File: config.mk
export PLATFORM = sky130hd
export DESIGN_NAME = sync_fifo_param_flat
export DESIGN_NICKNAME = d
export VERILOG_FILES = /design/src/rtl/sync_fifo_param_if.sv /design/src/rtl/sync_fifo_param.sv /design/src/flat_wrapper.sv
export SDC_FILE = /design/constraint.sdc
export NUM_CORES = 1
export LEC_CHECK = 0
export ABC_CLOCK_PERIOD_IN_PS = 5500
export BUFFER_PORTS_ARGS = -buffer_cell sky130_fd_sc_hd__buf_2
export CAP_MARGIN = 20
export CELL_PAD_IN_SITES_DETAIL_PLACEMENT = 0
export CELL_PAD_IN_SITES_GLOBAL_PLACEMENT = 1
export CORE_MARGIN = 5
export CORE_UTILIZATION = 40
export CTS_CLUSTER_DIAMETER = 120
export DETAILED_ROUTE_END_ITERATION = 8
export GPL_ROUTABILITY_DRIVEN = 0
export GPL_TIMING_DRIVEN = 0
export PLACE_DENSITY_LB_ADDON = 0.1
export SETUP_SLACK_MARGIN = 0.02
export SLEW_MARGIN = 0
export SYNTH_ARGS = -nofsm -noshare
export SYNTH_HDL_FRONTEND = slang
export SYNTH_SLANG_ARGS = --single-unit
File: constraint.sdc
create_clock -name clk -period 5.5 [get_ports clk]
set_input_delay 0.825 -clock clk [delete_from_list [all_inputs] [get_ports clk]]
set_output_delay 0.825 -clock clk [all_outputs]
set_load 0.05 [all_outputs]
File: src/rtl/sync_fifo_param_if.sv
// Handshake/data bundle between a producer/consumer pair and sync_fifo_param.
// The FIFO uses the slave view. The client side uses the master view.
interface sync_fifo_param_if #(
  parameter int WIDTH = 8,
  parameter int DEPTH = 16
) ();
  localparam int CW = $clog2(DEPTH) + 1;

  logic             wr_en;
  logic [WIDTH-1:0] wr_data;
  logic             full;
  logic             almost_full;
  logic             rd_en;
  logic [WIDTH-1:0] rd_data;
  logic             rd_valid;
  logic             empty;
  logic             almost_empty;
  logic [CW-1:0]    count;
  logic             overflow;
  logic             underflow;

  modport slave (
    input  wr_en, wr_data, rd_en,
    output full, almost_full, rd_data, rd_valid, empty, almost_empty,
           count, overflow, underflow
  );

  modport master (
    output wr_en, wr_data, rd_en,
    input  full, almost_full, rd_data, rd_valid, empty, almost_empty,
           count, overflow, underflow
  );
endinterface

File: src/rtl/sync_fifo_param.sv
// Parametrised single-clock FIFO with occupancy count, programmable
// almost-full/almost-empty flags, overflow/underflow pulses and a choice of
// registered or first-word-fall-through read.
module sync_fifo_param #(
  parameter int WIDTH    = 8,
  parameter int DEPTH    = 16,
  parameter int AF_LEVEL = 14,
  parameter int AE_LEVEL = 2,
  parameter int FWFT     = 0
) (
  input  logic              clk,
  input  logic              rst,
  sync_fifo_param_if.slave  bus
);
  localparam int AW = $clog2(DEPTH);
  localparam int CW = AW + 1;
  localparam logic [CW-1:0] C_DEPTH = CW'(DEPTH);
  localparam logic [CW-1:0] C_AF    = CW'(AF_LEVEL);
  localparam logic [CW-1:0] C_AE    = CW'(AE_LEVEL);

  logic [WIDTH-1:0] r_mem [DEPTH];
  logic [CW-1:0]    r_wr_ptr;
  logic [CW-1:0]    r_rd_ptr;
  logic [CW-1:0]    r_count;
  logic             r_overflow;
  logic             r_underflow;

  logic             w_full;
  logic             w_empty;
  logic             w_wr_acc;
  logic             w_rd_acc;

  // Flags come from the registered count only, so full and empty can never
  // be confused across pointer wrap and never depend on this cycle's requests.
  assign w_full   = (r_count == C_DEPTH);
  assign w_empty  = (r_count == '0);
  assign w_wr_acc = bus.wr_en & ~w_full;
  assign w_rd_acc = bus.rd_en & ~w_empty;

  assign bus.full         = w_full;
  assign bus.empty        = w_empty;
  assign bus.almost_full  = (r_count >= C_AF);
  assign bus.almost_empty = (r_count <= C_AE);
  assign bus.count        = r_count;
  assign bus.overflow     = r_overflow;
  assign bus.underflow    = r_underflow;

  // Storage write; contents are not reset, reset only blocks the write.
  always_ff @(posedge clk) begin
    if (w_wr_acc && !rst) begin
      r_mem[r_wr_ptr[AW-1:0]] <= bus.wr_data;
    end
  end

  // Pointers and occupancy; simultaneous accepts leave the count unchanged.
  always_ff @(posedge clk) begin
    if (rst) begin
      r_wr_ptr <= '0;
      r_rd_ptr <= '0;
      r_count  <= '0;
    end else begin
      if (w_wr_acc) r_wr_ptr <= r_wr_ptr + 1'b1;
      if (w_rd_acc) r_rd_ptr <= r_rd_ptr + 1'b1;
      case ({w_wr_acc, w_rd_acc})
        2'b10:   r_count <= r_count + 1'b1;
        2'b01:   r_count <= r_count - 1'b1;
        default: r_count <= r_count;
      endcase
    end
  end

  // One-cycle error pulses for requests made against the pre-edge flags.
  always_ff @(posedge clk) begin
    if (rst) begin
      r_overflow  <= 1'b0;
      r_underflow <= 1'b0;
    end else begin
      r_overflow  <= bus.wr_en & w_full;
      r_underflow <= bus.rd_en & w_empty;
    end
  end

  if (FWFT == 0) begin : g_reg_read
    logic [WIDTH-1:0] r_rd_data;
    logic             r_rd_valid;

    // Registered read: data captured on accept, valid for the next cycle only.
    always_ff @(posedge clk) begin
      if (rst) begin
        r_rd_data  <= '0;
        r_rd_valid <= 1'b0;
      end else begin
        r_rd_valid <= w_rd_acc;
        if (w_rd_acc) r_rd_data <= r_mem[r_rd_ptr[AW-1:0]];
      end
    end

    assign bus.rd_data  = r_rd_data;
    assign bus.rd_valid = r_rd_valid;
  end else begin : g_fwft_read
    // Head word is presented directly; rd_en acknowledges it.
    assign bus.rd_data  = r_mem[r_rd_ptr[AW-1:0]];
    assign bus.rd_valid = ~w_empty;
  end
endmodule
File: src/flat_wrapper.sv
// flat-port wrapper written by rule: the top's interface ports become plain ports
module sync_fifo_param_flat 
#(
  parameter int WIDTH    = 8,
  parameter int DEPTH    = 16,
  parameter int AF_LEVEL = 14,
  parameter int AE_LEVEL = 2,
  parameter int FWFT     = 0
)
  (clk, rst, bus_wr_en, bus_wr_data, bus_rd_en, bus_full, bus_almost_full, bus_rd_data, bus_rd_valid, bus_empty, bus_almost_empty, bus_count, bus_overflow, bus_underflow);
  sync_fifo_param_if #(.WIDTH(WIDTH), .DEPTH(DEPTH)) bus_i ();
  input  logic clk;
  input  logic rst;
  input wire logic [$bits(bus_i.wr_en)-1:0] bus_wr_en;
  input wire logic [$bits(bus_i.wr_data)-1:0] bus_wr_data;
  input wire logic [$bits(bus_i.rd_en)-1:0] bus_rd_en;
  output wire logic [$bits(bus_i.full)-1:0] bus_full;
  output wire logic [$bits(bus_i.almost_full)-1:0] bus_almost_full;
  output wire logic [$bits(bus_i.rd_data)-1:0] bus_rd_data;
  output wire logic [$bits(bus_i.rd_valid)-1:0] bus_rd_valid;
  output wire logic [$bits(bus_i.empty)-1:0] bus_empty;
  output wire logic [$bits(bus_i.almost_empty)-1:0] bus_almost_empty;
  output wire logic [$bits(bus_i.count)-1:0] bus_count;
  output wire logic [$bits(bus_i.overflow)-1:0] bus_overflow;
  output wire logic [$bits(bus_i.underflow)-1:0] bus_underflow;
  assign bus_i.wr_en = bus_wr_en;
  assign bus_i.wr_data = bus_wr_data;
  assign bus_i.rd_en = bus_rd_en;
  assign bus_full = bus_i.full;
  assign bus_almost_full = bus_i.almost_full;
  assign bus_rd_data = bus_i.rd_data;
  assign bus_rd_valid = bus_i.rd_valid;
  assign bus_empty = bus_i.empty;
  assign bus_almost_empty = bus_i.almost_empty;
  assign bus_count = bus_i.count;
  assign bus_overflow = bus_i.overflow;
  assign bus_underflow = bus_i.underflow;
  sync_fifo_param #(.WIDTH(WIDTH), .DEPTH(DEPTH), .AF_LEVEL(AF_LEVEL), .AE_LEVEL(AE_LEVEL), .FWFT(FWFT)) u_core (.clk(clk), .rst(rst), .bus(bus_i));
endmodule
==> run summary <==
Status = finished, final reports clean
# setup viols final = 0
Hold Violations, Final = 0
Primary FF master, synth = edfxtp_1
Vias per cell = 5.178
VDD IR max = 0.3162 mV
Row count = 45
Synth-to-Final Area Change = 16.26%
Gates resized, CTS repair = 0
Max Slew Vio Count = 0
Fmax = 312.4 MHz
Ratio of cells with drive above 1 in the final layout = 18.12%
Worst-case hold slack = 0.5110 ns
Starting DRT DRC Count = 167
Post-synth EDFFs = 128
CTS Buffer Depth = 2
Final min period = 3.201 ns
Vias in the first global route = 3,492
Fin nets = 478
Synth top area share = 62.75%
Synth Area in Adders = 2.165%
CTS H-tree lvls = 4
Post-Synth XOR/XNOR Area = 1.266%
Final antenna-violating net count = 0
Worst-margin pin slew = 0.8402 ns
Die Footprint = 17,890 µm²
Met1 GRT Util = 21.88%
Synth area leader = edfxtp_1
Unrepaired setup endpoints after global routing = false
DRT Wirelength = 13.54 mm
Root Driver = clkbuf_16
Routed WL per cell = 20.61 µm
Initial antenna violation count = 0
Seq cells post-synth = 152
Mux contribution to synthesized area = 10.80%
Syn Inst Count = 403
CP Class = reg -> reg
First-pass GRT wire length = 21.08 mm
GR Overflow Total = 0
Synth Area in Simple Gates = 6.781%
Sink Count = 152
Util after Layout = 47.20%
Worst clock skew = 0.01068 ns
Clock slew at reported path FFs = 0.06 ns
Hold WC Path Type = reg -> reg
Synth top cells by count = edfxtp_1, mux2i_1, nor2_1, o22ai_1, dfxtp_1
Slew headroom = 43.78%
Setup TNS = 0 ns
Top cells by area, synth = edfxtp_1, mux2i_1, dfxtp_1
Die height = 133.8 µm
Worst Setup SP = u_core.bus.count[0]
Largest family of logic cells by synthesized area = multiplexers
Static leakage = 2.344 nW
Vias = 3,402
Worst-path maximum fanout = 10
# Post-CTS Setup Buffers = 0
Synth Area in Compound Gates = 5.637%
Number of port buffers = 30
Hold buffers post-CTS = 0
Core box area = 15,090 µm²
Fin cells = 657
Post-Syn Area = 6126 µm²
Worst EP arrival = 3.51 ns
Ant. Diodes = 0
Critical Path RT = 5.81 ns
Critical path capture point type = flop
Yosys warns = 0
CTS tree = yes
Number of library cell types mapped by synthesis = 39
GRT busiest layer = met2
Cell count after placement = 624
TritonRoute pass-1 iters = 4
Power density cells = 460.4 nW/µm²
Final Cycle Share = 58.20%
Die width = 133.8 µm
Register area share after synthesis = 70.59%
Met3 Track Usage GR = 4.607%
Final Power = 3.279 mW
Number of max-cap violations = 0
GR Layer Usage met2 = 25.35%
Initial Util = 40.60%
HP Start = u_core.bus.rd_data[6]
Worst skew pair latency = 0.42 ns
Post-synth ARST share = 0%
Syn nets = 425
TritonCTS Buffers = 17
Gr usage total = 16.24%
Mapped Avg Cell Area = 15.20 µm²
Num ports = 32
Count leader, synth = edfxtp_1
Startpoint class of the critical path = flop
DRC viols = 0
Reg2reg start = u_core.bus.count[0]
Hpwl dp = 9.286 mm
Largest net degree at the start of global routing = 17
through the flow:
| step | instance area, µm² | setup WS (ns) |
|---|---|---|
| floorplan | 6126 | 1.592 |
| global placement | 6511 | 2.271 |
| detailed placement | 6529 | 2.303 |
| CTS | 7114 | 2.295 |
| global route | 7122 | 2.062 |
| finish | 7122 | 2.299 |
layout make-up:
cell class                      count  area, µm²
Tap cell                          188      235.2
Multi-Input combinational cell    221       1633
Buffer                             21      135.1
Timing Repair Buffer               34      175.2
Clock inverter                     13      152.6
Sequential cell                   152       4324
Inverter                            9      33.78
Fill cell                        1374       7968
Clock buffer                       19      432.9
flip-flops by register name, indices dropped and copies added (netlist names):
register	count
u_core.bus.count	5
u_core.bus.overflow	1
u_core.bus.rd_data	8
u_core.bus.rd_valid	1
u_core.bus.underflow	1
u_core.r_mem	128
u_core.r_rd_ptr	4
u_core.r_wr_ptr	4
report_power, final:
group | switching [mW] | leakage (nW) | total [mW] | internal, mW
Combinational | 0.538 | 0.715 | 0.750 | 0.212
Clock | 0.446 | 0.280 | 1.15 | 0.709
Sequential | 0.0553 | 1.35 | 1.37 | 1.32
layer usage:
layer	vias to the layer above	wire, µm
li1	1643	-
met4	0	263
met1	1686	6302
met5	-	0
met2	51	6460
met3	22	511
final timing paths:
path / endpoint / slack [ns] / cells after the start
max reg2reg: u_core.bus.count[4] / 2.30 / 11
min: u_core.bus.rd_data[6] / 0.51 / 2
max: u_core.bus.count[4] / 2.30 / 11
min reg2reg: u_core.bus.rd_data[6] / 0.51 / 2
kinds of logic (layout without fill, tap and decap cells):
| logic type | count (synthesis) | in the layout |
|---|---|---|
| fa+ha+maj | 10 | 10 |
| compound gates | 51 | 51 |
| buf+inv | 30 | 96 |
| simple gates | 86 | 86 |
| xor+xnor | 8 | 8 |
| flops | 152 | 152 |
| mux | 66 | 66 |
worst max-delay path, cell delays in order, from the launching register on:
cell	delay, ns
dfxtp_1	0.38
or4_4	0.61
o21ai_4	0.17
inv_2	0.07
buf_6	0.14
ha_1	0.26
ha_1	0.33
nor2b_1	0.15
o21ai_0	0.23
a21oi_1	0.10
or3b_1	0.36
mux2_2	0.27
layout by cell type (no fill, tap or decap), types with 2 or more instances in the layout:
master      instances
edfxtp_1          128
mux2i_1            65
nor2_1             39
buf_2              38
o22ai_1            32
dfxtp_1            24
clkbuf_16          17
nand2_1            14
nor4_1              9
ha_1                9
inv_1               8
clkbuf_1            8
buf_4               7
a211oi_1            7
nor3_1              6
a21oi_1             6
xor2_1              4
nand3_1             3
xnor2_1             3
nand3b_1            3
bufinv_16           3
clkinv_1            3
buf_6               2
nand2b_1            2
or3b_1              2
nor2b_1             2
nand4_1             2
clkinv_4            2
clkinv_2            2
clkinvlp_4          2
No activity file was read; power rests on OpenSTA's default activity.
